`src/rtl/cpu_types_pkg.sv`:
```
// cpu_types_pkg: shared CPU datapath types.
//   word_t  - native 32-bit machine word
//   aluop_t - 4-bit ALU operation code
package cpu_types_pkg;

   typedef logic [31:0] word_t;

   typedef enum logic [3:0] {
      ALU_ADD = 4'h0,
      ALU_SUB = 4'h1,
      ALU_AND = 4'h2,
      ALU_OR  = 4'h3,
      ALU_XOR = 4'h4,
      ALU_SLL = 4'h5,
      ALU_SRL = 4'h6,
      ALU_SLT = 4'h7
   } aluop_t;

endpackage

```
`src/rtl/fpga_types_pkg.sv`:
```
// fpga_types_pkg: shared types for board-level exercisers.
//   alu_seq_state_t - entry sequencer state; the codes are shown on the LEDs.
//   KEY_*           - bit positions of the push-buttons.
package fpga_types_pkg;

   typedef enum logic [2:0] {
      LOAD_A  = 3'd0,
      LOAD_B  = 3'd1,
      LOAD_OP = 3'd2,
      EXEC    = 3'd3,
      SHOW    = 3'd4
   } alu_seq_state_t;

   localparam int KEY_ENTER = 0;
   localparam int KEY_NEXT  = 1;
   localparam int KEY_CLEAR = 2;
   localparam int KEY_WIN   = 3;

endpackage

```
`src/rtl/alu_if.sv`:
```
// alu_if: connection bundle between an ALU and its controller.
//   PortA/PortB in, ALUOP in, OutputPort out, Zero/Negative/Overflow out.
interface alu_if #(parameter int W = $bits(cpu_types_pkg::word_t));
   import cpu_types_pkg::*;

   logic [W-1:0] PortA;
   logic [W-1:0] PortB;
   aluop_t       ALUOP;
   logic [W-1:0] OutputPort;
   logic         Zero;
   logic         Negative;
   logic         Overflow;

   modport alu  (input  PortA, PortB, ALUOP, output OutputPort, Zero, Negative, Overflow);
   modport ctrl (output PortA, PortB, ALUOP, input  OutputPort, Zero, Negative, Overflow);
endinterface

```
`src/rtl/alu.sv`:
```
// alu: purely combinational ALU.
//   aif (alu modport): operands, op code in; result and Zero/Negative/Overflow out.
//   Overflow is signed overflow for ADD/SUB and 0 for every other op.
module alu
   import cpu_types_pkg::*;
#(
   parameter int W = 32
)(
   alu_if.alu aif
);
   localparam int SH_W = $clog2(W);

   logic [W-1:0] res;
   logic         ovf;

   always_comb begin
      res = '0;
      ovf = 1'b0;
      case (aif.ALUOP)
         ALU_ADD: begin
            res = aif.PortA + aif.PortB;
            ovf = (aif.PortA[W-1] == aif.PortB[W-1]) && (res[W-1] != aif.PortA[W-1]);
         end
         ALU_SUB: begin
            res = aif.PortA - aif.PortB;
            ovf = (aif.PortA[W-1] != aif.PortB[W-1]) && (res[W-1] != aif.PortA[W-1]);
         end
         ALU_AND: res = aif.PortA & aif.PortB;
         ALU_OR:  res = aif.PortA | aif.PortB;
         ALU_XOR: res = aif.PortA ^ aif.PortB;
         ALU_SLL: res = aif.PortA << aif.PortB[SH_W-1:0];
         ALU_SRL: res = aif.PortA >> aif.PortB[SH_W-1:0];
         ALU_SLT: res = W'($signed(aif.PortA) < $signed(aif.PortB));
         default: res = '0;
      endcase
   end

   assign aif.OutputPort = res;
   assign aif.Zero       = (res == '0);
   assign aif.Negative   = res[W-1];
   assign aif.Overflow   = ovf;

endmodule

```
`src/rtl/alu_fpga_seq_key_cond.sv`:
```
// key_cond: conditions one active-low push-button.
//   clk, rst_n   - clock, async active-low reset
//   key_n        - raw button level (low = pressed)
//   press        - one-cycle pulse per debounced press
// The counter saturates one past the threshold, so a held button fires once
// and only re-arms after the synced level goes high and clears the count.
module key_cond #(
   parameter int SYNC_STAGES  = 2,
   parameter int DEBOUNCE_CYC = 500000
)(
   input  logic clk,
   input  logic rst_n,
   input  logic key_n,
   output logic press
);
   localparam int              CNT_W    = $clog2(DEBOUNCE_CYC + 2);
   localparam logic [CNT_W-1:0] CNT_DONE = CNT_W'(DEBOUNCE_CYC);
   localparam logic [CNT_W-1:0] CNT_SAT  = CNT_W'(DEBOUNCE_CYC + 1);

   logic [SYNC_STAGES-1:0] sync;
   logic [CNT_W-1:0]       cnt;
   logic                   level;

   assign level = sync[SYNC_STAGES-1];

   always_ff @(posedge clk or negedge rst_n) begin
      if (!rst_n) begin
         sync  <= '1;   // idle-high so reset never looks like a press
         cnt   <= '0;
         press <= 1'b0;
      end else begin
         sync <= {sync[SYNC_STAGES-2:0], key_n};
         if (level)
            cnt <= '0;
         else if (cnt != CNT_SAT)
            cnt <= cnt + CNT_W'(1);
         press <= !level && (cnt == CNT_DONE);
      end
   end

endmodule

```
`src/rtl/alu_fpga_seq.sv`:
```
// alu_fpga_seq: board-level ALU exerciser.
//   CLK, nRST - clock, async active-low reset
//   SW        - data chunk in [CHUNK_W-1:0], op code in [3:0], chain mode in [SW_W-1]
//   KEY       - active-low buttons: [0] enter, [1] next, [2] clear, [3] window
//   LEDR      - CHUNK_W-bit window of the view word, window index above it
//   LEDG      - [0] zero [1] neg [2] overflow [3] sticky ovf [4] chain mode [7:5] state
// Operands wider than the switch bank are built by shifting chunks in from the
// right. In SHOW, next with chain mode set feeds the result back in as A.
module alu_fpga_seq
   import cpu_types_pkg::*;
   import fpga_types_pkg::*;
#(
   parameter int DATA_W       = 32,
   parameter int SW_W         = 18,
   parameter int CHUNK_W      = 16,
   parameter int SYNC_STAGES  = 2,
   parameter int DEBOUNCE_CYC = 500000
)(
   input  logic              CLK,
   input  logic              nRST,
   input  logic [SW_W-1:0]   SW,
   input  logic [3:0]        KEY,
   output logic [SW_W-1:0]   LEDR,
   output logic [7:0]        LEDG
);
   localparam int               NWIN     = DATA_W / CHUNK_W;
   localparam int               IDX_W    = (NWIN > 1) ? $clog2(NWIN) : 1;
   localparam logic [IDX_W-1:0] IDX_LAST = IDX_W'(NWIN - 1);

   if ((DATA_W % CHUNK_W) != 0 || CHUNK_W > SW_W - 2 || SYNC_STAGES < 2) begin : g_bad_cfg
      $error("alu_fpga_seq: illegal DATA_W/CHUNK_W/SW_W/SYNC_STAGES combination");
   end

   // ---------------- buttons ----------------
   logic [3:0] press;
   logic       p_clr, p_next, p_ent, p_win;

   for (genvar k = 0; k < 4; k++) begin : g_key
      key_cond #(.SYNC_STAGES(SYNC_STAGES), .DEBOUNCE_CYC(DEBOUNCE_CYC)) u_key (
         .clk   (CLK),
         .rst_n (nRST),
         .key_n (KEY[k]),
         .press (press[k])
      );
   end

   // clear beats next beats enter; window is independent
   assign p_clr  = press[KEY_CLEAR];
   assign p_next = press[KEY_NEXT]  & ~p_clr;
   assign p_ent  = press[KEY_ENTER] & ~press[KEY_NEXT] & ~p_clr;
   assign p_win  = press[KEY_WIN];

   // chain-mode switch is synchronised; it is the only switch that reaches an LED
   logic [SYNC_STAGES-1:0] mode_sync;
   logic                   mode;
   logic                   unused_sw;

   assign mode      = mode_sync[SYNC_STAGES-1];
   assign unused_sw = ^SW[SW_W-2:CHUNK_W];

   always_ff @(posedge CLK or negedge nRST) begin
      if (!nRST) mode_sync <= '0;
      else       mode_sync <= {mode_sync[SYNC_STAGES-2:0], SW[SW_W-1]};
   end

   // ---------------- datapath registers ----------------
   alu_seq_state_t state, state_nx;
   logic [DATA_W-1:0] a, b, result;
   aluop_t            op;
   logic              zero, neg, ovf, sticky;
   logic [IDX_W-1:0]  idx;

   alu_if #(.W(DATA_W)) aif ();
   alu #(.W(DATA_W)) u_alu (.aif(aif));

   assign aif.PortA = a;
   assign aif.PortB = b;
   assign aif.ALUOP = op;

   // ---------------- FSM ----------------
   always_ff @(posedge CLK or negedge nRST) begin
      if (!nRST) state <= LOAD_A;
      else       state <= state_nx;
   end

   always_comb begin
      state_nx = state;
      if (p_clr) begin
         state_nx = LOAD_A;
      end else begin
         case (state)
            LOAD_A:  if (p_next) state_nx = LOAD_B;
            LOAD_B:  if (p_next) state_nx = LOAD_OP;
            LOAD_OP: if (p_next) state_nx = EXEC;
            EXEC:    state_nx = SHOW;
            SHOW: begin
               if (p_next)     state_nx = mode ? LOAD_B : LOAD_A;
               else if (p_ent) state_nx = EXEC;
            end
            default: state_nx = LOAD_A;
         endcase
      end
   end

   always_ff @(posedge CLK or negedge nRST) begin
      if (!nRST) begin
         a      <= '0;
         b      <= '0;
         result <= '0;
         op     <= aluop_t'('0);
         zero   <= 1'b0;
         neg    <= 1'b0;
         ovf    <= 1'b0;
         sticky <= 1'b0;
         idx    <= '0;
      end else if (p_clr) begin
         a      <= '0;
         b      <= '0;
         result <= '0;
         op     <= aluop_t'('0);
         zero   <= 1'b0;
         neg    <= 1'b0;
         ovf    <= 1'b0;
         sticky <= 1'b0;
         idx    <= '0;
      end else begin
         case (state)
            // the cast keeps the low DATA_W bits, shifting the top chunk out
            LOAD_A:  if (p_ent) a <= DATA_W'({a, SW[CHUNK_W-1:0]});
            LOAD_B:  if (p_ent) b <= DATA_W'({b, SW[CHUNK_W-1:0]});
            LOAD_OP: if (p_ent) op <= aluop_t'(SW[3:0]);
            EXEC: begin
               result <= aif.OutputPort;
               zero   <= aif.Zero;
               neg    <= aif.Negative;
               ovf    <= aif.Overflow;
               sticky <= sticky | aif.Overflow;
            end
            SHOW: begin
               if (p_next) begin
                  a <= mode ? result : '0;
                  b <= '0;
               end
            end
            default: ;
         endcase

         if (state_nx != state)
            idx <= '0;
         else if (p_win)
            idx <= (idx == IDX_LAST) ? '0 : idx + IDX_W'(1);
      end
   end

   // ---------------- display ----------------
   logic [DATA_W-1:0] view;

   always_comb begin
      view = '0;
      case (state)
         LOAD_A:  view = a;
         LOAD_B:  view = b;
         LOAD_OP: view[3:0] = op;
         default: view = result;
      endcase
   end

   assign LEDR = {(SW_W - CHUNK_W)'(idx), view[int'(idx) * CHUNK_W +: CHUNK_W]};
   assign LEDG = {state, mode, sticky, ovf, neg, zero};

endmodule

```
`config.mk`:
```
export PLATFORM = sky130hd
export DESIGN_NAME = alu_fpga_seq
export DESIGN_NICKNAME = d
export VERILOG_FILES = /design/src/rtl/cpu_types_pkg.sv /design/src/rtl/fpga_types_pkg.sv /design/src/rtl/alu_if.sv /design/src/rtl/alu.sv /design/src/rtl/alu_fpga_seq_key_cond.sv /design/src/rtl/alu_fpga_seq.sv
export SDC_FILE = /design/constraint.sdc
export NUM_CORES = 1
export LEC_CHECK = 0
export BUFFER_PORTS_ARGS = -buffer_cell sky130_fd_sc_hd__buf_4
export CORE_ASPECT_RATIO = 1.1
export CORE_MARGIN = 2
export CORE_UTILIZATION = 45
export CTS_BUF_LIST = sky130_fd_sc_hd__clkbuf_8
export CTS_CLUSTER_SIZE = 24
export DETAILED_ROUTE_END_ITERATION = 7
export PLACE_DENSITY_LB_ADDON = 0.2
export SKIP_CTS_REPAIR_TIMING = 1
export SLEW_MARGIN = 10
export SYNTH_ARGS = -nofsm -noshare
export SYNTH_HDL_FRONTEND = slang
export SYNTH_SLANG_ARGS = --single-unit
```
`constraint.sdc`:
```
create_clock -name CLK -period 13.2 [get_ports CLK]
set_input_delay 0 -clock CLK [delete_from_list [all_inputs] [get_ports CLK]]
set_output_delay 0 -clock CLK [all_outputs]
set_load 0.1 [all_outputs]
```
Word level (Yosys, flattened, before mapping)
Cells that the tools add are included.
- add/sub/neg operators: 7
- multipliers: 0
- div/mod/pow operators: 0
- order comparisons: 1
- equality and inequality tests: 27
- shift operators: 3
- muxes and demuxes: 46
- bitwise gates (word level): 9
- reduce and logical (&&, ||, !) cells: 26
- operator list (operator ; number):
    2-to-1 mux 32 bit ; 9
    case mux 32 bit (8 select lines) ; 1
    2-to-1 mux 19 bit ; 8
    case mux 32 bit (2 select lines) ; 2
    case mux 28 bit (3 select lines) ; 1
    adder 19 x 1 -> 19 bit, second input constant ; 4
    equality test 19 bit, second input constant ; 4
    != test 19 bit, second input constant ; 4
    adder 32 bit ; 1
    bitwise AND 32 bit ; 1
    logical NOT 32 bit ; 1
    less-than comparator 32 bit ; 1
    OR 32 bit ; 1
    variable part select 32 x 6 -> 16 bit ; 1
    left shift 32 x 5 -> 32 bit ; 1
    right shift 32 x 5 -> 32 bit ; 1
    subtractor 32 bit ; 1
    bitwise XOR 32 bit ; 1
    2-to-1 mux 3 bit ; 6
    equality test 4 x 3 -> 1 bit, second input constant ; 4
    case mux 3 bit (5 select lines) ; 1
    nonzero test 2 bit ; 7
    2-to-1 mux 1 bit ; 13
    2-to-1 mux 4 bit ; 3
    22 further kinds ; 42
- register bits: 198
- bits in latches: 0
- bits in writable memories: 0
- ROM bits: 0
- bits of input ports: 24
- output and inout port bits: 26
- logic and storage cells: 142
- memories kept: 0

Longest topological paths before layout
- depth after elaboration: 10
- mapped depth: 18
- depth with buffers taken out: 15

Hierarchy
A second synthesis with hierarchy kept.
- cells, all modules: 2443
- area, all modules: 21051.4 µm²
- by module, submodules not included (module ; times used ; cells an instance ; area an instance (µm²)):
    alu ; 1 ; 1400 ; 9830.7
    alu_fpga_seq ; 1 ; 595 ; 6581.3
    key_cond ; 4 ; 112 ; 1159.9

Worst setup path before layout
No wires, ideal clock.
- path type: register to register
- from: reg b[3], in the netlist aif.PortB[3]
- to: reg zero
- library setup time: 95 ps
- arrival time: 4108 ps
- path slack: 8996 ps
- cell stages (with the launch flop): 19
- path buffers: 4
- period minus slack after synthesis: 4204 ps
- cell sequence: dfrtp_1 > buf_4 > inv_2 > buf_2 > buf_1 > ha_1 > clkbuf_1 > nor3b_1 > nor3_1 > a211o_1 > a31o_1 > o211a_1 > a221oi_2 > a21oi_1 > a2111oi_4 > or3b_1 > nor4_2 > nand4_1 > o31ai_1
- cells in the longest elaborated chain, start to end: 5
- RTL lines (what ; RTL line ; source):
    start, declared ; alu_fpga_seq.sv:68 ; logic [DATA_W-1:0] a, b, result;
    start signal, assigned ; alu_fpga_seq.sv:130 ; LOAD_B: if (p_ent) b <= DATA_W'({b, SW[CHUNK_W-1:0]});
    subtractor 32 bit (tied with other cells) ; alu.sv:25 ; res = aif.PortA - aif.PortB;
    case mux 32 bit (8 select lines) (*) ; alu.sv:19 ; case (aif.ALUOP)
    logical NOT 32 bit (*) ; alu.sv:39 ; assign aif.Zero = (res == '0);
    2-to-1 mux 1 bit (*) ; alu_fpga_seq.sv:127 ; case (state)
    2-to-1 mux 1 bit (*) ; alu_fpga_seq.sv:116 ; end else if (p_clr) begin
    end signal, assigned ; alu_fpga_seq.sv:134 ; zero <= aif.Zero;
    end, declared ; alu_fpga_seq.sv:70 ; logic zero, neg, ovf, sticky;
Mark *: on every way between the ends. The rest lies on a longest branch, timed or not. The select of a mux whose other input is x is not followed.
A chain may end at the register's enable or synchronous reset.

Worst setup path after layout
- from: reg a[2]
- to: reg zero
- cells in the longest elaborated chain, start to end: 5
- RTL lines (what ; RTL line ; source):
    start, declared ; alu_fpga_seq.sv:68 ;
    start signal, assigned ; alu_fpga_seq.sv:129 ; LOAD_A: if (p_ent) a <= DATA_W'({a, SW[CHUNK_W-1:0]});
    start signal, assigned ; alu_fpga_seq.sv:141 ; a <= mode ? result : '0;
    subtractor 32 bit (tied with other cells) ; alu.sv:25 ;
    case mux 32 bit (8 select lines) (*) ; alu.sv:19 ;
    logical NOT 32 bit (*) ; alu.sv:39 ;
    2-to-1 mux 1 bit (*) ; alu_fpga_seq.sv:127 ;
    2-to-1 mux 1 bit (*) ; alu_fpga_seq.sv:116 ;
Marked as above.

==> metrics.yaml <==
floorplan:
  number_of_top_level_pins: 50
  floorplan.core_area_sq_mm: 0.0412
  cell_rows: 78
  die_width_microns: 198
  start_util_pct: 45.4
  floorplan_die_area_sq_mm: 0.0432
  die_y_microns: 218
layout:
  fin_cells: 2849
  diodes: 0
  multiInputGateArea_sq_mm: 0.0125
  area_growth_pct: 6.76
  layout.cells.most_common: "sky130_fd_sc_hd__nor2_1"
  net_count_of_the_finished_layout: 2428
  layout.cells.most_common_list: "227 x sky130_fd_sc_hd__nor2_1, 224 x sky130_fd_sc_hd__nand2_1, 187 x sky130_fd_sc_hd__a21oi_1"
  final_core_util_pct: 48.5
  n_fill_cell: 4088
  fraction_of_layout_instances_using_a_drive_strength_above_1_pct: 10.3
  seq_area_sq_mm: 0.00495
status:
  run_status: "completed"
yosys:
  synth_largest_area_cell: "sky130_fd_sc_hd__dfrtp_1"
  asyncSetResetFlopFracSynth_pct: 100
  synth_enable_flop_cells: 0
  yosysTopAreaCellShare_pct: 25.3
  ys_warn_count: 0
  ys_types: 88
  synthesis.nets: 2474
  yosys_register_bits: 197
  netlist_instances: 2322
  netlist_area_sq_mm: 0.0187
  avgSynthCellArea_sq_um: 8.06
  yosys_most_used_dff: "sky130_fd_sc_hd__dfrtp_1"
  yosys-top-cells-area: "sky130_fd_sc_hd__dfrtp_1 25%, sky130_fd_sc_hd__ha_1 8.4%, sky130_fd_sc_hd__a21oi_1 5.0%, sky130_fd_sc_hd__nor2_1 4.6%, sky130_fd_sc_hd__mux2i_1 4.5%"
  synth.yosys.seq_area_share_pct: 26.4
sta:
  report.final.hold_viol_count: 0
  fin_crit_sh_pct: 45.7
  layout_min_cycle_time_ns: 6.03
  timing.setup.tns_ns: 0
  setup_viol_count_final: 0
  timing_max_transition_violations_final: 0
  maxSlewHeadroom_pct: 16.2
  worstMarginPinSlew_ns: 1.24
  rsz0062_at_grt: "no"
  max_freq_mhz: 166
  worst_clock_skew_ns: 0.0173
clock_network:
  number_of_buffers_between_clock_root_and_the_deepest_sink: 2
  cts_buffers: 17
  cts_num_sinks: 197
  worst_skew_pair.late_latency_ns: 0.50
  clock_tree.root_cell: "sky130_fd_sc_hd__clkbuf_8"
  cts_tree: "yes"
  clock_slew_seen_by_the_registers_of_the_worst_setup_and_hold_paths_ns: 0.11
  clock_tree.htree_level_count: 4
global_routing:
  grt_max_degree: 83
  grtUsageTotal_pct: 38.3
  number_of_global_route_vias_before_repair: 18300
  globalRoute.totalOverflow: 0
  antenna_found_initial: 0
  grt_pass1_wl_microns: 121000
detailed_routing:
  vias: 19300
  first_iter_violations: 2497
  detail_route.vias_per_cell: 6.79
  routed_wirelength_microns: 82800
  detail_route.wl_per_cell_microns: 29.1
  drc_markers: 0
  drt-pass1-iter-count: 6
  postRouteAntennaNets: 0
setup_path:
  crit_fanout: 13
  worstPathRequired_ns: 13.61
  ff2ff_path_depth: 14
  worst_r2r_endpoint: "zero$_DFFE_PN0P_"
  crit_path_end_kind: "register"
  timing_worst_setup_path_type: "reg2reg"
  rrSetupSlack_ns: 7.17
  timing.critical_path.from_type: "register"
  regToRegStartpoint: "a[2]$_DFFE_PN0P_"
  crit_arrival_ns: 6.44
placement:
  globalplace.congestion: 1.04
  post-dp-hpwl_microns: 60700
  io_buffers: 47
  placed_cells: 2795
pwr:
  power_w: 0.00109
  cellLeakagePower_nw: 7.87
  vdd_drop_max_mv: 0.0833
  power.density_mw_per_mm2: 54.6
hold_path:
  min-delay-path-class: "in2async"
flow_run:
  max_cap_violations: 0
==> cells by family after synthesis <==
family	Yosys count	synth area share [%]
AND/OR/NAND/NOR	761	19.1
AO/OA/AOI/OAI	733	26.7
buffers and inverters	300	6.79
flip-flops	197	26.4
multiplexers	136	9.30
adder cells (fa/ha/maj)	128	8.64
XOR/XNOR	66	3.09
other	1	0.0200
==> flip-flops by register name, summed over array words and instances (netlist names) <==
| signal | flops |
|---|---|
| a | 32 |
| aif.ALUOP | 4 |
| aif.PortB | 32 |
| g_key.u_key.cnt | 76 |
| g_key.u_key.press | 4 |
| g_key.u_key.sync | 8 |
| idx | 1 |
| mode_sync | 2 |
| ovf | 1 |
| result | 32 |
| state | 3 |
| sticky | 1 |
| zero | 1 |
==> layer usage <==
layer | share of wire (%) | vias to the layer above | routed length (microns) | GRT usage, %
li1 | - | 8451 | - | -
met1 | 39 | 9340 | 32000 | 48.6
met2 | 44 | 1249 | 36300 | 58.9
met3 | 10 | 298 | 8270 | 8.74
met4 | 7.5 | 0 | 6200 | 24.3
met5 | 0 | - | 0 | 0
==> how the worst max path moves through the flow <==
stage | endpoint | depth (start not counted) | from
after global routing | zero$_DFFE_PN0P_ | 14 | a[2]$_DFFE_PN0P_
after floorplan | zero$_DFFE_PN0P_ | 18 | aif.PortB[3]$_DFFE_PN0P_
final | zero$_DFFE_PN0P_ | 14 | a[2]$_DFFE_PN0P_
after global placement | zero$_DFFE_PN0P_ | 14 | a[2]$_DFFE_PN0P_
after CTS | zero$_DFFE_PN0P_ | 14 | a[2]$_DFFE_PN0P_
after detailed placement | zero$_DFFE_PN0P_ | 14 | a[2]$_DFFE_PN0P_
==> synth_stat cells, drive strengths merged (50+ instances only) <==
library cell  instances
o21ai               149
nand3                75
a21oi               187
clkbuf              123
nand2               224
inv                 117
a22o                 50
nor2                230
mux2i                85
ha                  126
buf                  60
dfrtp               189
==> critical path, cell delays in order, from the launching register on <==
cell and delay [ns]:
sky130_fd_sc_hd__dfrtp_1 0.88, sky130_fd_sc_hd__inv_1 0.46, sky130_fd_sc_hd__ha_1 0.53, sky130_fd_sc_hd__o21ba_2 0.25, sky130_fd_sc_hd__o21ai_0 0.28, sky130_fd_sc_hd__nor2_1 0.07, sky130_fd_sc_hd__o32ai_1 0.34, sky130_fd_sc_hd__nand4_1 0.35
sky130_fd_sc_hd__a2111oi_0 1.02, sky130_fd_sc_hd__nand3_1 0.14, sky130_fd_sc_hd__nor4_1 0.45, sky130_fd_sc_hd__nand4_1 0.25, sky130_fd_sc_hd__nor4_2 0.47, sky130_fd_sc_hd__nand4_1 0.16, sky130_fd_sc_hd__o31ai_1 0.29
==> where the power goes <==
part | leakage [nW] | total (W) | switching, W | internal, W
clock network | 0.206 | 0.000400 | 0.000224 | 0.000175
registers | 2.69 | 0.000618 | 0.00000842 | 0.000609
logic | 4.98 | 0.0000731 | 0.0000514 | 0.0000217
==> through the flow <==
stage / hold slack, ns / setup WS [ns] / cell area (sq um)
finish: 0.0541 / 7.17 / 20000
global route: 0.0978 / 7.15 / 20000
CTS: -0.507 / 7.40 / 19800
detailed placement: 0.0421 / 7.43 / 19400
global placement: 0.0486 / 7.49 / 19400
floorplan: -0.296 / 9.00 / 18700
==> layout make-up <==
| cell class | instances | share of cell area, % |
|---|---|---|
| clock buffer | 18 | 1.24 |
| multi-input combinational | 1825 | 62.8 |
| sequential | 197 | 24.8 |
| timing repair buffer | 118 | 4.74 |
| tap | 560 | 3.51 |
| clock inverter | 14 | 0.758 |
| inverter | 117 | 2.20 |
Power figures use the tool's default switching activity.
